$ cat src/rtl/eeg_frame_buffer.sv
// ---------------------------------------------------------------------------
// eeg_frame_buffer
//
// Feeds the bit-serial distributed-arithmetic DCT stage. Signed EEG samples
// arrive one per clock and are collected into 8-sample frames in a ping-pong
// (two-bank) buffer. Each completed frame is presented as eight parallel
// words that stay stable for one SERIAL_CYCLES-long DCT window. A one-cycle
// dct_load marks the start of every window.
//
// Ports
//   clk        in   rising-edge clock
//   rst        in   synchronous, active-high reset
//   s_valid    in   input sample valid
//   s_ready    out  buffer can accept a sample (0 while rst is high)
//   s_data     in   signed input sample, DATA_W bits
//   dct_hold   in   downstream stall; blocks launching a new window
//   dct_load   out  one-cycle pulse: out0..out7 newly valid, window starts
//   dct_busy   out  high during every cycle of an active window
//   out0..out7 out  frame words, out0 = earliest sample of the frame
//   frame_cnt  out  number of frames launched, wraps at 2^CNT_W
// ---------------------------------------------------------------------------
module eeg_frame_buffer #(
  parameter int DATA_W        = 8,
  parameter int FRAME_LEN     = 8,
  parameter int SERIAL_CYCLES = 8,
  parameter int CNT_W         = 16
) (
  input  logic              clk,
  input  logic              rst,
  input  logic              s_valid,
  output logic              s_ready,
  input  logic [DATA_W-1:0] s_data,
  input  logic              dct_hold,
  output logic              dct_load,
  output logic              dct_busy,
  output logic [DATA_W-1:0] out0,
  output logic [DATA_W-1:0] out1,
  output logic [DATA_W-1:0] out2,
  output logic [DATA_W-1:0] out3,
  output logic [DATA_W-1:0] out4,
  output logic [DATA_W-1:0] out5,
  output logic [DATA_W-1:0] out6,
  output logic [DATA_W-1:0] out7,
  output logic [CNT_W-1:0]  frame_cnt
);

  localparam int PTR_W = (FRAME_LEN > 1) ? $clog2(FRAME_LEN) : 1;
  localparam int WIN_W = (SERIAL_CYCLES > 1) ? $clog2(SERIAL_CYCLES) : 1;

  typedef enum logic {
    IDLE = 1'b0,
    BUSY = 1'b1
  } state_t;

  // Two frame banks; written one word per accepted sample.
  logic [DATA_W-1:0] bank_mem [2][FRAME_LEN];

  logic [PTR_W-1:0]  wr_ptr_reg;
  logic              wr_bank_reg;
  logic              rd_bank_reg;
  logic [1:0]        full_reg;
  logic [1:0]        full_next;
  state_t            state_reg;
  state_t            state_next;
  logic [WIN_W-1:0]  win_cnt_reg;
  logic [DATA_W-1:0] out_reg [FRAME_LEN];
  logic              dct_load_reg;
  logic              dct_busy_reg;
  logic [CNT_W-1:0]  frame_cnt_reg;

  logic accept;
  logic frame_done;
  logic launch;
  logic release_bank;
  logic launch_bank;

  // ---------------- write side ----------------
  assign s_ready    = !rst && !full_reg[wr_bank_reg];
  assign accept     = s_valid && s_ready;
  assign frame_done = accept && (wr_ptr_reg == PTR_W'(FRAME_LEN - 1));

  always_ff @(posedge clk) begin
    if (accept) begin
      bank_mem[wr_bank_reg][wr_ptr_reg] <= s_data;
    end
  end

  always_ff @(posedge clk) begin
    if (rst) begin
      wr_ptr_reg  <= '0;
      wr_bank_reg <= 1'b0;
    end else if (accept) begin
      if (frame_done) begin
        wr_ptr_reg  <= '0;
        wr_bank_reg <= ~wr_bank_reg;
      end else begin
        wr_ptr_reg <= wr_ptr_reg + PTR_W'(1);
      end
    end
  end

  // ---------------- read FSM ----------------
  // On the last cycle of a window the current bank is released and, when
  // allowed, the other bank is launched on the same edge so dct_busy never
  // drops between back-to-back frames.
  always_comb begin
    state_next   = state_reg;
    launch       = 1'b0;
    release_bank = 1'b0;
    launch_bank  = rd_bank_reg;
    case (state_reg)
      IDLE: begin
        if (full_reg[rd_bank_reg] && !dct_hold) begin
          launch     = 1'b1;
          state_next = BUSY;
        end
      end
      BUSY: begin
        if (win_cnt_reg == WIN_W'(SERIAL_CYCLES - 1)) begin
          release_bank = 1'b1;
          launch_bank  = ~rd_bank_reg;
          if (full_reg[~rd_bank_reg] && !dct_hold) begin
            launch = 1'b1;
          end else begin
            state_next = IDLE;
          end
        end
      end
    endcase
  end

  // The write side sets the bank being filled, the read side clears the bank
  // being drained; these are always different banks so both apply together.
  always_comb begin
    full_next = full_reg;
    if (release_bank) begin
      full_next[rd_bank_reg] = 1'b0;
    end
    if (frame_done) begin
      full_next[wr_bank_reg] = 1'b1;
    end
  end

  always_ff @(posedge clk) begin
    if (rst) begin
      state_reg     <= IDLE;
      full_reg      <= 2'b00;
      rd_bank_reg   <= 1'b0;
      win_cnt_reg   <= '0;
      dct_load_reg  <= 1'b0;
      dct_busy_reg  <= 1'b0;
      frame_cnt_reg <= '0;
    end else begin
      state_reg    <= state_next;
      full_reg     <= full_next;
      dct_load_reg <= launch;
      dct_busy_reg <= (state_next == BUSY);
      if (release_bank) begin
        rd_bank_reg <= ~rd_bank_reg;
      end
      if (launch) begin
        win_cnt_reg   <= '0;
        frame_cnt_reg <= frame_cnt_reg + CNT_W'(1);
      end else if (state_reg == BUSY) begin
        win_cnt_reg <= win_cnt_reg + WIN_W'(1);
      end
    end
  end

  // Output words only change on a launch edge.
  always_ff @(posedge clk) begin
    if (rst) begin
      for (int i = 0; i < FRAME_LEN; i++) begin
        out_reg[i] <= '0;
      end
    end else if (launch) begin
      for (int i = 0; i < FRAME_LEN; i++) begin
        out_reg[i] <= bank_mem[launch_bank][i];
      end
    end
  end

  assign dct_load  = dct_load_reg;
  assign dct_busy  = dct_busy_reg;
  assign frame_cnt = frame_cnt_reg;
  assign out0      = out_reg[0];
  assign out1      = out_reg[1];
  assign out2      = out_reg[2];
  assign out3      = out_reg[3];
  assign out4      = out_reg[4];
  assign out5      = out_reg[5];
  assign out6      = out_reg[6];
  assign out7      = out_reg[7];

endmodule

$ cat config.mk
export PLATFORM = sky130hd
export DESIGN_NAME = eeg_frame_buffer
export DESIGN_NICKNAME = d
export VERILOG_FILES = /design/src/rtl/eeg_frame_buffer.sv
export SDC_FILE = /design/constraint.sdc
export NUM_CORES = 1
export LEC_CHECK = 0
export BUFFER_PORTS_ARGS = -buffer_cell sky130_fd_sc_hd__buf_2
export CAP_MARGIN = 5
export CORE_UTILIZATION = 52
export CTS_CLUSTER_DIAMETER = 30
export DETAILED_ROUTE_END_ITERATION = 8
export PLACE_DENSITY = 0.83
export SLEW_MARGIN = 40
export SYNTH_ARGS = -nofsm -noshare
export SYNTH_HDL_FRONTEND = slang
export SYNTH_SLANG_ARGS = --single-unit
$ cat constraint.sdc
create_clock -name clk -period 2.6 [get_ports clk]
set_clock_uncertainty 0.15 [all_clocks]
set_input_delay 0.13 -clock clk [delete_from_list [all_inputs] [get_ports clk]]
set_output_delay 0.13 -clock clk [all_outputs]
set_load 0.02 [all_outputs]
==> Flow_metrics.wiki, run 1 <==
{| class="wikitable"
! Metric !! Value
|-
| Die ar. || 16200 um^2
|-
| DR WL/cell || 18.2 um
|-
| Sequential cell area || 6330 um^2
|-
| Fin. Hold Viols || 0
|-
| Part of the cycle the worst path needs || 92.5%
|-
| Beginning of the critical path || win_cnt_reg[0]
|-
| Mapped Nets || 600
|-
| Top-Level Pins || 95
|-
| # setup viols final || 0
|-
| Nature of the critical path endpoint || flop
|-
| Result of the run || finished, final reports clean
|-
| Number of vias per cell after detailed routing || 5.49
|-
| Syn Inst Count || 583
|-
| Period minus WS final || 2.41 ns
|-
| Startpoint types || flop
|-
| Layout area overhead || 26.9%
|-
| Arr. time, crit path || 2.58 ns
|-
| Number of flops mapped to enable cells by yosys || 192
|-
| Post-placement worst setup slack || 0.163 ns
|-
| Remaining number of nets flagged by the antenna check after routing || 0
|-
| Net count reported at finish || 739
|-
| Count of TritonRoute iterations in the first routing pass || 5
|-
| Clock edge transition at the registers on the reported setup and hold paths || 0.05 ns
|-
| Worst reg2reg path depth || 8
|-
| FILL cells || 974
|-
| Count of yosys warnings during synthesis || 0
|-
| Clock sink count || 220
|-
| Maximum VDD drop || 0.461 mV
|-
| Number of standard-cell rows in the floorplan || 45
|-
| #FFs+latches synth || 220
|-
| Final wirelength || 17.5 mm
|-
| Fraction of registers with async set/reset || 0%
|-
| Count of cells along the worst hold path || 5
|-
| Detailed-route DRC error count || 0
|-
| Static leakage || 3.88 nW
|-
| Synth unique cells || 40
|-
| Effective utilization at floorplan || 53.6%
|-
| Total overflow reported by the global router || 0
|-
| Clock H-tree levels || 2
|-
| Post-placement cell count || 885
|-
| Area taken by multi-input logic gates || 1760 um^2
|-
| End point of the critical path || out_reg[0][41]
|-
| Die span in y || 127 um
|-
| Cts bufs inserted || 36
|-
| Capturing point of the worst reg2reg path || out_reg[0][41]
|-
| Maximum clock rate || 0.416 GHz
|-
| Number of global-route vias before repair || 5184
|-
| Max transition margin || 49.8%
|-
| Pin count of the biggest net entering global routing || 65
|-
| Std-Cell Core Area || 15300 um^2
|-
| Synthesized area per cell || 14.0 um^2
|-
| Number of standard cells in the final layout excluding fillers || 960
|-
| Total Routing Usage GR || 21.7%
|-
| Initial antenna violation count || 0
|-
| Unrepaired setup endpoints after global routing || false
|-
| DIE WIDTH || 127 um
|-
| GP Congestion || 0.762
|-
| Worst R2R Start || win_cnt_reg[0]
|-
| Clk Latency, worst-skew pair || 0.51 ns
|-
| Path type of the worst setup path || flop to flop
|-
| HPWL reported at the end of detailed placement || 9.91 mm
|-
| Max capacitance violation total || 0
|-
| Post-CTS Resized || 0
|-
| Total power divided by cell area || 842 nW/um^2
|-
| Aggregate negative setup slack || 0 ns
|-
| Global-route wire length before repair || 26.6 mm
|-
| Clock tree from TritonCTS || yes
|-
| Flop2flop setup slack || 0.19 ns
|-
| Buffers on Ports || 94
|-
| Number of buffers between clock root and the deepest sink || 3
|-
| Worst-Margin Slew || 0.750 ns
|-
| Post-CTS setup buffers || 0
|-
| PnR worst setup slack || 0.194 ns
|-
| Drt initial violations || 567
|-
| Top flip-flop cell by instance count after synthesis || sky130_fd_sc_hd__edfxtp_1
|-
| Kind of path behind the tightest hold check || input port to flop
|-
| Highest net fanout along the worst path || 64
|-
| Required arrival time at the worst endpoint || 2.78 ns
|-
| Final number of max-transition violations || 0
|-
| Sequential cell area fraction in the yosys report || 77.3%
|-
| Netlist area before placement || 8180 um^2
|-
| Clock root buffer || sky130_fd_sc_hd__clkbuf_16
|-
| Layout cells sized above 1 || 25.6%
|-
| Diodes inserted || 0
|-
| Routed vias || 5272
|-
| Max reg flops || 128
|}
## where the power goes
| group | switching [mW] | total (mW) | internal [mW] |
|---|---|---|---|
| Sequential | 0.0175 | 3.90 | 3.89 |
| Clock | 1.67 | 4.61 | 2.94 |
| Combinational | 0.160 | 0.220 | 0.0598 |
| Total | 1.85 | 8.73 | 6.89 |
## metrics by stage
step	area, um^2	utilization (%)	hold slack [ns]	power [mW]
4_1_cts	10300	67.8	0.0298	8.78
5_1_grt	10400	68.0	0.0722	8.98
6_report	10400	68.0	0.0399	8.73
3_3_place_gp	9060	59.4	0.298	4.17
3_5_place_dp	9060	59.4	0.320	4.18
2_1_floorplan	8180	-	0.0789	4.07
## worst min path at each step
stage,to,startpoint
floorplan,bank_mem[0][0],s_data[0]
global placement,dct_busy,dct_hold
detailed placement,dct_busy,dct_hold
CTS,wr_ptr_reg[2],rst
global route,wr_ptr_reg[1],rst
finish,wr_ptr_reg[2],rst
## cells by family after synthesis
| family | after synthesis | share of synthesized area [%] |
|---|---|---|
| compound gates | 101 | 7.08 |
| xor+xnor | 4 | 0.520 |
| fa+ha+maj | 5 | 0.765 |
| buf+inv | 34 | 1.85 |
| flops | 220 | 77.3 |
| mux | 8 | 1.01 |
| simple gates | 211 | 11.4 |
## critical path, cell delays in order (launching register included)
cell	delay, ns
sky130_fd_sc_hd__dfxtp_1	0.32
sky130_fd_sc_hd__ha_1	0.20
sky130_fd_sc_hd__ha_1	0.23
sky130_fd_sc_hd__nand2_1	0.33
sky130_fd_sc_hd__buf_4	0.21
sky130_fd_sc_hd__xor2_4	0.18
sky130_fd_sc_hd__buf_12	0.30
sky130_fd_sc_hd__nand2_1	0.12
sky130_fd_sc_hd__a21oi_1	0.21
## routing by layer
metal	share of wire [%]	track usage [%]	up-vias
li1	-	-	2416
met1	39	27.3	2546
met2	51	36.5	272
met3	8.1	5.23	38
met4	2.4	8.19	0
met5	0	0	-
## synth_stat cells (3+ instances only)
master,count,area (um^2)
sky130_fd_sc_hd__a21oi_1,80,400
sky130_fd_sc_hd__buf_1,7,26.3
sky130_fd_sc_hd__buf_2,7,35.0
sky130_fd_sc_hd__clkbuf_1,14,52.6
sky130_fd_sc_hd__dfxtp_1,28,561
sky130_fd_sc_hd__edfxtp_1,192,5770
sky130_fd_sc_hd__ha_1,5,62.6
sky130_fd_sc_hd__inv_1,3,11.3
sky130_fd_sc_hd__mux2i_1,6,60.1
sky130_fd_sc_hd__nand2_1,136,510
sky130_fd_sc_hd__nand2b_1,8,50.1
sky130_fd_sc_hd__nand3_1,4,20.0
sky130_fd_sc_hd__nand3b_1,5,37.5
sky130_fd_sc_hd__nand4_1,7,43.8
sky130_fd_sc_hd__nor2_1,24,90.1
sky130_fd_sc_hd__nor2b_1,3,18.8
sky130_fd_sc_hd__nor3_1,5,25.0
sky130_fd_sc_hd__o21ai_0,6,30.0
sky130_fd_sc_hd__o31ai_1,8,60.1
sky130_fd_sc_hd__or3_1,4,25.0
sky130_fd_sc_hd__or4_1,8,60.1
## repair_timing
action / CTS / global route
setup endpoints to repair: 0 / 2
endpoints found under the hold margin: 129 / 0
hold buffers: 9 / 0
## cell type report
class | count | share of cell area, %
clock buffer | 41 | 9.05
clock inverter | 24 | 2.46
sequential | 220 | 61.0
tap | 211 | 2.54
timing repair buffer | 131 | 7.91
multi-input combinational | 330 | 17.0
inverter | 3 | 0.109
## cells in the final DEF (no fill, tap or decap), drive strengths merged, types with 2 or more instances in the layout
cell	instances
nand2b	8
and4	2
dlygate4sd3	9
nand4	7
nand3b	5
bufinv	3
nand2	136
mux2i	6
a21oi	80
or4	8
clkinvlp	6
mux2	2
nand3	4
clkbuf	41
o21ai	6
or3	4
dfxtp	28
ha	5
xnor2	4
nor3	5
o31ai	8
buf	122
clkinv	7
edfxtp	192
inv	11
nor2b	3
nor2	24
Note: power is estimated with default switching activity, not from simulation.
==> run 2, diff against run 1 <==
Settings changed: BUFFER_PORTS_ARGS -buffer_cell sky130_fd_sc_hd__buf_2 to -buffer_cell sky130_fd_sc_hd__buf_4, SLEW_MARGIN 40 to default.
==> Flow_metrics.wiki, run 2 (synthesis gave the netlist of run 1 again) <==
{| class="wikitable"
! Metric !! Value
|-
| Detailed-route DRC error count || 0 (unchanged)
|-
| Initial antenna violation count || 0 (unchanged)
|-
| Pint || 7.10 mW (+3.1%)
|-
| Maximum VDD drop || 0.447 mV (-3.1%)
|-
| Final core utilization || 69.4% (+1.4 points)
|-
| Number of buffers between clock root and the deepest sink || 3 (unchanged)
|-
| End point of the critical path || bank_mem[0][39]
|-
| Worst R2R Start || wr_bank_reg
|-
| Beginning of the critical path || wr_bank_reg
|-
| Layout area overhead || 29.4%
|-
| Cell-by-cell trace of the critical path || nor2b_1 -> a2111oi_4 -> buf_4 -> nand3b_1 -> nor2_1
|-
| Flop2flop setup slack || 0.19 ns (about the same)
|-
| Total power divided by cell area || 836 nW/um^2 (-0.68%)
|-
| Remaining number of nets flagged by the antenna check after routing || 0 (unchanged)
|-
| Pin count of the biggest net entering global routing || 50 (-23%)
|-
| Nature of the critical path endpoint || flop
|-
| Total Routing Usage GR || 22.3% (+0.58 points)
|-
| Worst reg2reg path depth || 5 (-3)
|-
| Number of standard-cell rows in the floorplan || 45 (unchanged)
|-
| Effective utilization at floorplan || 53.6% (unchanged)
|-
| Critical path's top delay family || simple AND/OR/NAND/NOR gates
|-
| Aggregate negative setup slack || 0 ns (unchanged)
|-
| Clock edge transition at the registers on the reported setup and hold paths || 0.05 ns (about the same)
|-
| Diodes inserted || 0 (unchanged)
|-
| Path type of the worst setup path || flop to flop
|-
| Result of the run || finished, final reports clean
|-
| Die span in y || 127 um (unchanged)
|-
| Clock group share of total power || 53.1% (+0.3 points)
|-
| Final number of max-transition violations || 0 (unchanged)
|-
| Die ar. || 16200 um^2 (unchanged)
|-
| DR WL/cell || 18.7 um (+3.0%)
|-
| Top-Level Pins || 95 (unchanged)
|-
| Clk Latency, worst-skew pair || 0.50 ns (about the same)
|-
| Area taken by multi-input logic gates || 1740 um^2 (-0.92%)
|-
| Layout cells sized above 1 || 24.6% (-1.0 points)
|-
| Global-route wire length before repair || 27.4 mm (+2.9%)
|-
| Startpoint types || flop
|-
| Most used cells in the layout excluding fill and tap cells || sky130_fd_sc_hd__edfxtp_1 (192), sky130_fd_sc_hd__nand2_1 (136), sky130_fd_sc_hd__buf_4 (117)
|-
| Number of vias per cell after detailed routing || 5.60 (+1.9%)
|-
| Number of logic stages on the critical path including buffering || 5 (-3)
|-
| Cts bufs inserted || 35 (-2.8%)
|-
| Unrepaired setup endpoints after global routing || false
|-
| Final wirelength || 17.9 mm (+2.5%)
|-
| Worst-Margin Slew || 0.645 ns (-0.105 ns)
|-
| # setup viols final || 0 (unchanged)
|-
| Combinational power share || 2.8% (+0.3 points)
|-
| FILL cells || 917 (-5.9%)
|-
| Clock sink count || 220 (unchanged)
|-
| Capturing point of the worst reg2reg path || bank_mem[0][39]
|-
| Total overflow reported by the global router || 0 (unchanged)
|-
| Period minus WS final || 2.41 ns (-0.000363 ns)
|-
| Net count reported at finish || 736 (-0.41%)
|-
| Largest stage delay on the critical path || 0.56 ns (+0.23 ns)
|-
| Cell with the largest stage delay on the worst path || sky130_fd_sc_hd__nor2_1
|-
| Count of TritonRoute iterations in the first routing pass || 5 (unchanged)
|-
| Clock H-tree levels || 2 (unchanged)
|-
| Clock tree from TritonCTS || yes
|-
| Commonest non-fill, non-tap cell in the layout || sky130_fd_sc_hd__edfxtp_1
|-
| Fraction of power spent switching nets || 19.8% (-1.4 points)
|-
| Routed vias || 5346 (+1.4%)
|-
| Net switching component of the power || 1.75 mW (-5.3%)
|-
| Maximum clock rate || 0.416 GHz (about the same)
|-
| Static leakage || 3.90 nW (+0.55%)
|-
| Max reg flops || 128 (unchanged)
|-
| Sequential share of power || 44.2% (-0.5 points)
|-
| Number of global-route vias before repair || 5326 (+2.7%)
|-
| Sequential cell area || 6330 um^2 (unchanged)
|-
| Buf+Inv Stages, Crit Path || 1 (-1)
|-
| Arr. time, crit path || 2.38 ns (-0.20 ns)
|-
| Drt initial violations || 489 (-14%)
|-
| HPWL reported at the end of detailed placement || 10.0 mm (+1.1%)
|-
| Highest net fanout along the worst path || 9 (-86%)
|-
| Max capacitance violation total || 0 (unchanged)
|-
| Part of the cycle the worst path needs || 92.5% (about the same)
|-
| Max transition margin || 56.8% (+7.1 points)
|-
| Kind of path behind the tightest hold check || input port to flop
|-
| Std-Cell Core Area || 15300 um^2 (unchanged)
|-
| Fin. Hold Viols || 0 (unchanged)
|-
| GP Congestion || 0.812 (+6.6%)
|-
| Clock root buffer || sky130_fd_sc_hd__clkbuf_16
|-
| Buffers on Ports || 94 (unchanged)
|-
| Required arrival time at the worst endpoint || 2.58 ns (-0.20 ns)
|-
| DIE WIDTH || 127 um (unchanged)
|}
-- run 2: layout make-up --
cell class / count / share of cell area (%)
sequential: 220 / 59.7
multi-input combinational: 329 / 16.5
tap: 211 / 2.49
clock buffer: 39 / 8.61
clock inverter: 23 / 2.76
inverter: 3 / 0.106
timing repair buffer: 130 / 9.81
-- run 2: worst min-delay path by stage --
stage,slack (ns),start,endpoint,cells after the start
after global routing,0.12,s_valid,wr_ptr_reg[2],6
after floorplan,0.08,s_data[0],bank_mem[0][0],0
after global placement,0.27,dct_hold,dct_busy,3
after CTS,0.09,s_valid,wr_ptr_reg[2],6
after detailed placement,0.30,dct_hold,dct_busy,3
final,0.11,s_valid,wr_ptr_reg[2],6
-- run 2: what timing repair did --
item,4_1_cts,5_1_grt
gates resized for setup,0,1
hold endpoints to repair,130,0
hold buffers,10,0
setup buffers,0,0
endpoints found under the setup margin,0,1
-- run 2: power groups by stage --
stage	Sequential [mW]	Combinational, mW	Clock (mW)
after floorplan	4.02	0.0502	0
after CTS	3.91	0.246	4.73
after global routing	3.91	0.258	4.89
after global placement	3.97	0.222	0
final	3.91	0.245	4.70
after detailed placement	3.98	0.231	0
-- run 2: metrics by stage --
step | hold WS (ns) | instances | total power [mW] | setup slack [ns] | instance area [um^2]
after detailed placement | 0.298 | 883 | 4.21 | 0.152 | 9270
after global routing | 0.118 | 955 | 9.06 | 0.0397 | 10600
after floorplan | 0.0789 | 583 | 4.07 | 0.0679 | 8180
final | 0.114 | 955 | 8.85 | 0.194 | 10600
after CTS | 0.0880 | 955 | 8.89 | 0.127 | 10600
after global placement | 0.273 | 883 | 4.20 | 0.280 | 9270
-- run 2: metal layers --
metal / up-vias / share of wire (%) / wire (um) / track usage, %
met5: - / 0 / 0 / 0
met4: 0 / 2.8 / 496 / 10.2
met3: 47 / 8.2 / 1470 / 5.07
met2: 310 / 51 / 9060 / 37.8
met1: 2582 / 38 / 6870 / 27.2
li1: 2407 / - / - / -
-- run 2: tightest hold or removal path, delay by kind of cell --
family          cells  cell delay [ns]
buf+inv             3             0.35
compound gates      2             0.13
simple gates        1             0.08
==> run 3, diff against run 2 <==
Settings changed: CORE_ASPECT_RATIO from default to 0.9, TNS_END_PERCENT from default to 30.
==> Flow_metrics.wiki, run 3 (synthesis gave the netlist of run 1 again) <==
{| class="wikitable"
! Metric !! Value
|-
| Total Routing Usage GR || 23.2% (+0.95 points)
|-
| Number of global-route vias before repair || 5310 (-0.30%)
|-
| Maximum VDD drop || 0.464 mV (+3.8%)
|-
| Buffers on Ports || 94 (unchanged)
|-
| Global-route wire length before repair || 28.0 mm (+2.2%)
|-
| # setup viols final || 0 (unchanged)
|-
| Commonest non-fill, non-tap cell in the layout || sky130_fd_sc_hd__edfxtp_1
|-
| Final number of max-transition violations || 0 (unchanged)
|-
| DR WL/cell || 19.6 um (+4.7%)
|-
| Area taken by multi-input logic gates || 1730 um^2 (-0.65%)
|-
| HPWL reported at the end of detailed placement || 9.76 mm (-2.7%)
|-
| Capturing point of the worst reg2reg path || out_reg[0][11]
|-
| Count of TritonRoute iterations in the first routing pass || 5 (unchanged)
|-
| Die ar. || 16200 um^2 (about the same)
|-
| Flop2flop setup slack || 0.29 ns (+0.09 ns)
|-
| Top-Level Pins || 95 (unchanged)
|-
| Clock H-tree levels || 2 (unchanged)
|-
| Number of buffers between clock root and the deepest sink || 3 (unchanged)
|-
| Final wirelength || 18.6 mm (+4.0%)
|-
| Clock root buffer || sky130_fd_sc_hd__clkbuf_16
|-
| Kind of path behind the tightest hold check || input port to flop
|-
| Nature of the critical path endpoint || flop
|-
| Layout cells sized above 1 || 25.6% (+1.0 points)
|-
| Pin count of the biggest net entering global routing || 68 (+36%)
|-
| Std-Cell Core Area || 15400 um^2 (+0.84%)
|-
| Initial antenna violation count || 0 (unchanged)
|-
| Path type of the worst setup path || flop to flop
|-
| Beginning of the critical path || win_cnt_reg[0]
|-
| Layout area overhead || 29.9%
|-
| Effective utilization at floorplan || 53.2% (-0.45 points)
|-
| Routed vias || 5420 (+1.4%)
|-
| Worst-Margin Slew || 0.854 ns (+0.209 ns)
|-
| Sequential cell area || 6330 um^2 (unchanged)
|-
| Static leakage || 3.95 nW (+1.1%)
|-
| Diodes inserted || 0 (unchanged)
|-
| Final core utilization || 69.0% (-0.35 points)
|-
| End point of the critical path || out_reg[0][11]
|-
| Total overflow reported by the global router || 0 (unchanged)
|-
| Unrepaired setup endpoints after global routing || false
|-
| Required arrival time at the worst endpoint || 2.78 ns (+0.20 ns)
|-
| Post-CTS setup buffers || 0 (unchanged)
|-
| Clock tree from TritonCTS || yes
|-
| Fin. Hold Viols || 0 (unchanged)
|-
| Total power divided by cell area || 857 nW/um^2 (+2.5%)
|-
| Clock edge transition at the registers on the reported setup and hold paths || 0.06 ns (about the same)
|-
| Clock sink count || 220 (unchanged)
|-
| Max reg flops || 128 (unchanged)
|-
| Clk Latency, worst-skew pair || 0.52 ns (+0.02 ns)
|-
| Number of standard-cell rows in the floorplan || 43 (-4.4%)
|-
| Max transition margin || 43.0% (-14 points)
|-
| Net count reported at finish || 737 (+0.14%)
|-
| Period minus WS final || 2.31 ns (-0.0928 ns)
|-
| Number of vias per cell after detailed routing || 5.72 (+2.1%)
|-
| Worst reg2reg path depth || 7 (+2)
|-
| Drt initial violations || 602 (+23%)
|-
| Die span in y || 121 um (-5.1%)
|-
| GP Congestion || 0.840 (+3.4%)
|-
| Max capacitance violation total || 0 (unchanged)
|-
| Cts bufs inserted || 35 (unchanged)
|-
| Worst R2R Start || win_cnt_reg[0]
|-
| FILL cells || 960 (+4.7%)
|-
| Aggregate negative setup slack || 0 ns (unchanged)
|-
| Most used cells in the layout excluding fill and tap cells || sky130_fd_sc_hd__edfxtp_1 (192), sky130_fd_sc_hd__nand2_1 (136), sky130_fd_sc_hd__buf_4 (119)
|-
| Maximum clock rate || 0.432 GHz (+4.0%)
|-
| DIE WIDTH || 134 um (+5.3%)
|-
| Detailed-route DRC error count || 0 (unchanged)
|-
| Highest net fanout along the worst path || 38 (+29)
|-
| Post-CTS Resized || 0 (unchanged)
|-
| Startpoint types || flop
|-
| Part of the cycle the worst path needs || 89.0% (-3.6 points)
|-
| Remaining number of nets flagged by the antenna check after routing || 0 (unchanged)
|-
| Arr. time, crit path || 2.50 ns (+0.12 ns)
|-
| Result of the run || finished, final reports clean
|}
[run 3: how the worst min path moves through the flow]
stage                    from             end  depth (start not counted)
floorplan           s_data[0]  bank_mem[0][0]                          0
global placement     dct_hold        dct_busy                          3
detailed placement   dct_hold        dct_busy                          3
CTS                   s_valid   wr_ptr_reg[1]                          6
global route          s_valid   wr_ptr_reg[1]                          6
finish                s_valid   wr_ptr_reg[1]                          6
[run 3: critical path, stage by stage (launching register included)]
cell and delay (ns):
sky130_fd_sc_hd__dfxtp_1 0.35, sky130_fd_sc_hd__ha_1 0.16, sky130_fd_sc_hd__ha_1 0.24, sky130_fd_sc_hd__nand2_1 0.25
sky130_fd_sc_hd__xnor2_4 0.21, sky130_fd_sc_hd__buf_4 0.40, sky130_fd_sc_hd__nand2_1 0.11, sky130_fd_sc_hd__a21oi_1 0.25
[run 3: through the flow]
step / area, um^2 / std cells / hold slack (ns) / total power [mW] / setup slack, ns
after floorplan: 8180 / 583 / 0.0789 / 4.07 / 0.0679
after global placement: 9260 / 875 / 0.283 / 4.20 / 0.453
after detailed placement: 9260 / 875 / 0.286 / 4.20 / 0.340
after CTS: 10600 / 948 / 0.0813 / 9.12 / 0.332
after global routing: 10600 / 948 / 0.163 / 9.30 / 0.206
final: 10600 / 948 / 0.103 / 9.10 / 0.287
[run 3: power breakdown]
group | switching (mW) | internal [mW]
logic | 0.161 | 0.0856
clock network | 1.68 | 3.27
registers | 0.0200 | 3.89
[run 3: routing by layer]
layer | vias to the layer above | global-route usage, % | share of wire (%)
met5 | - | 0 | 0
met4 | 0 | 12.0 | 3.0
met3 | 55 | 4.39 | 7.6
met2 | 319 | 40.7 | 52
met1 | 2633 | 27.3 | 37
li1 | 2413 | - | -
[run 3: layout make-up]
class / count / share of cell area, %
clock buffers: 39 / 8.99
flip-flops and latches: 220 / 59.5
multi-input cells: 329 / 16.3
well taps: 202 / 2.38
clock inverters: 24 / 2.94
repair buffers: 131 / 9.73
inverters: 3 / 0.106
[run 3: timing repair]
action | in CTS | in global routing
setup endpoints to repair | 0 | 0
hold endpoints to repair | 130 | 0
hold buffers | 10 | 0
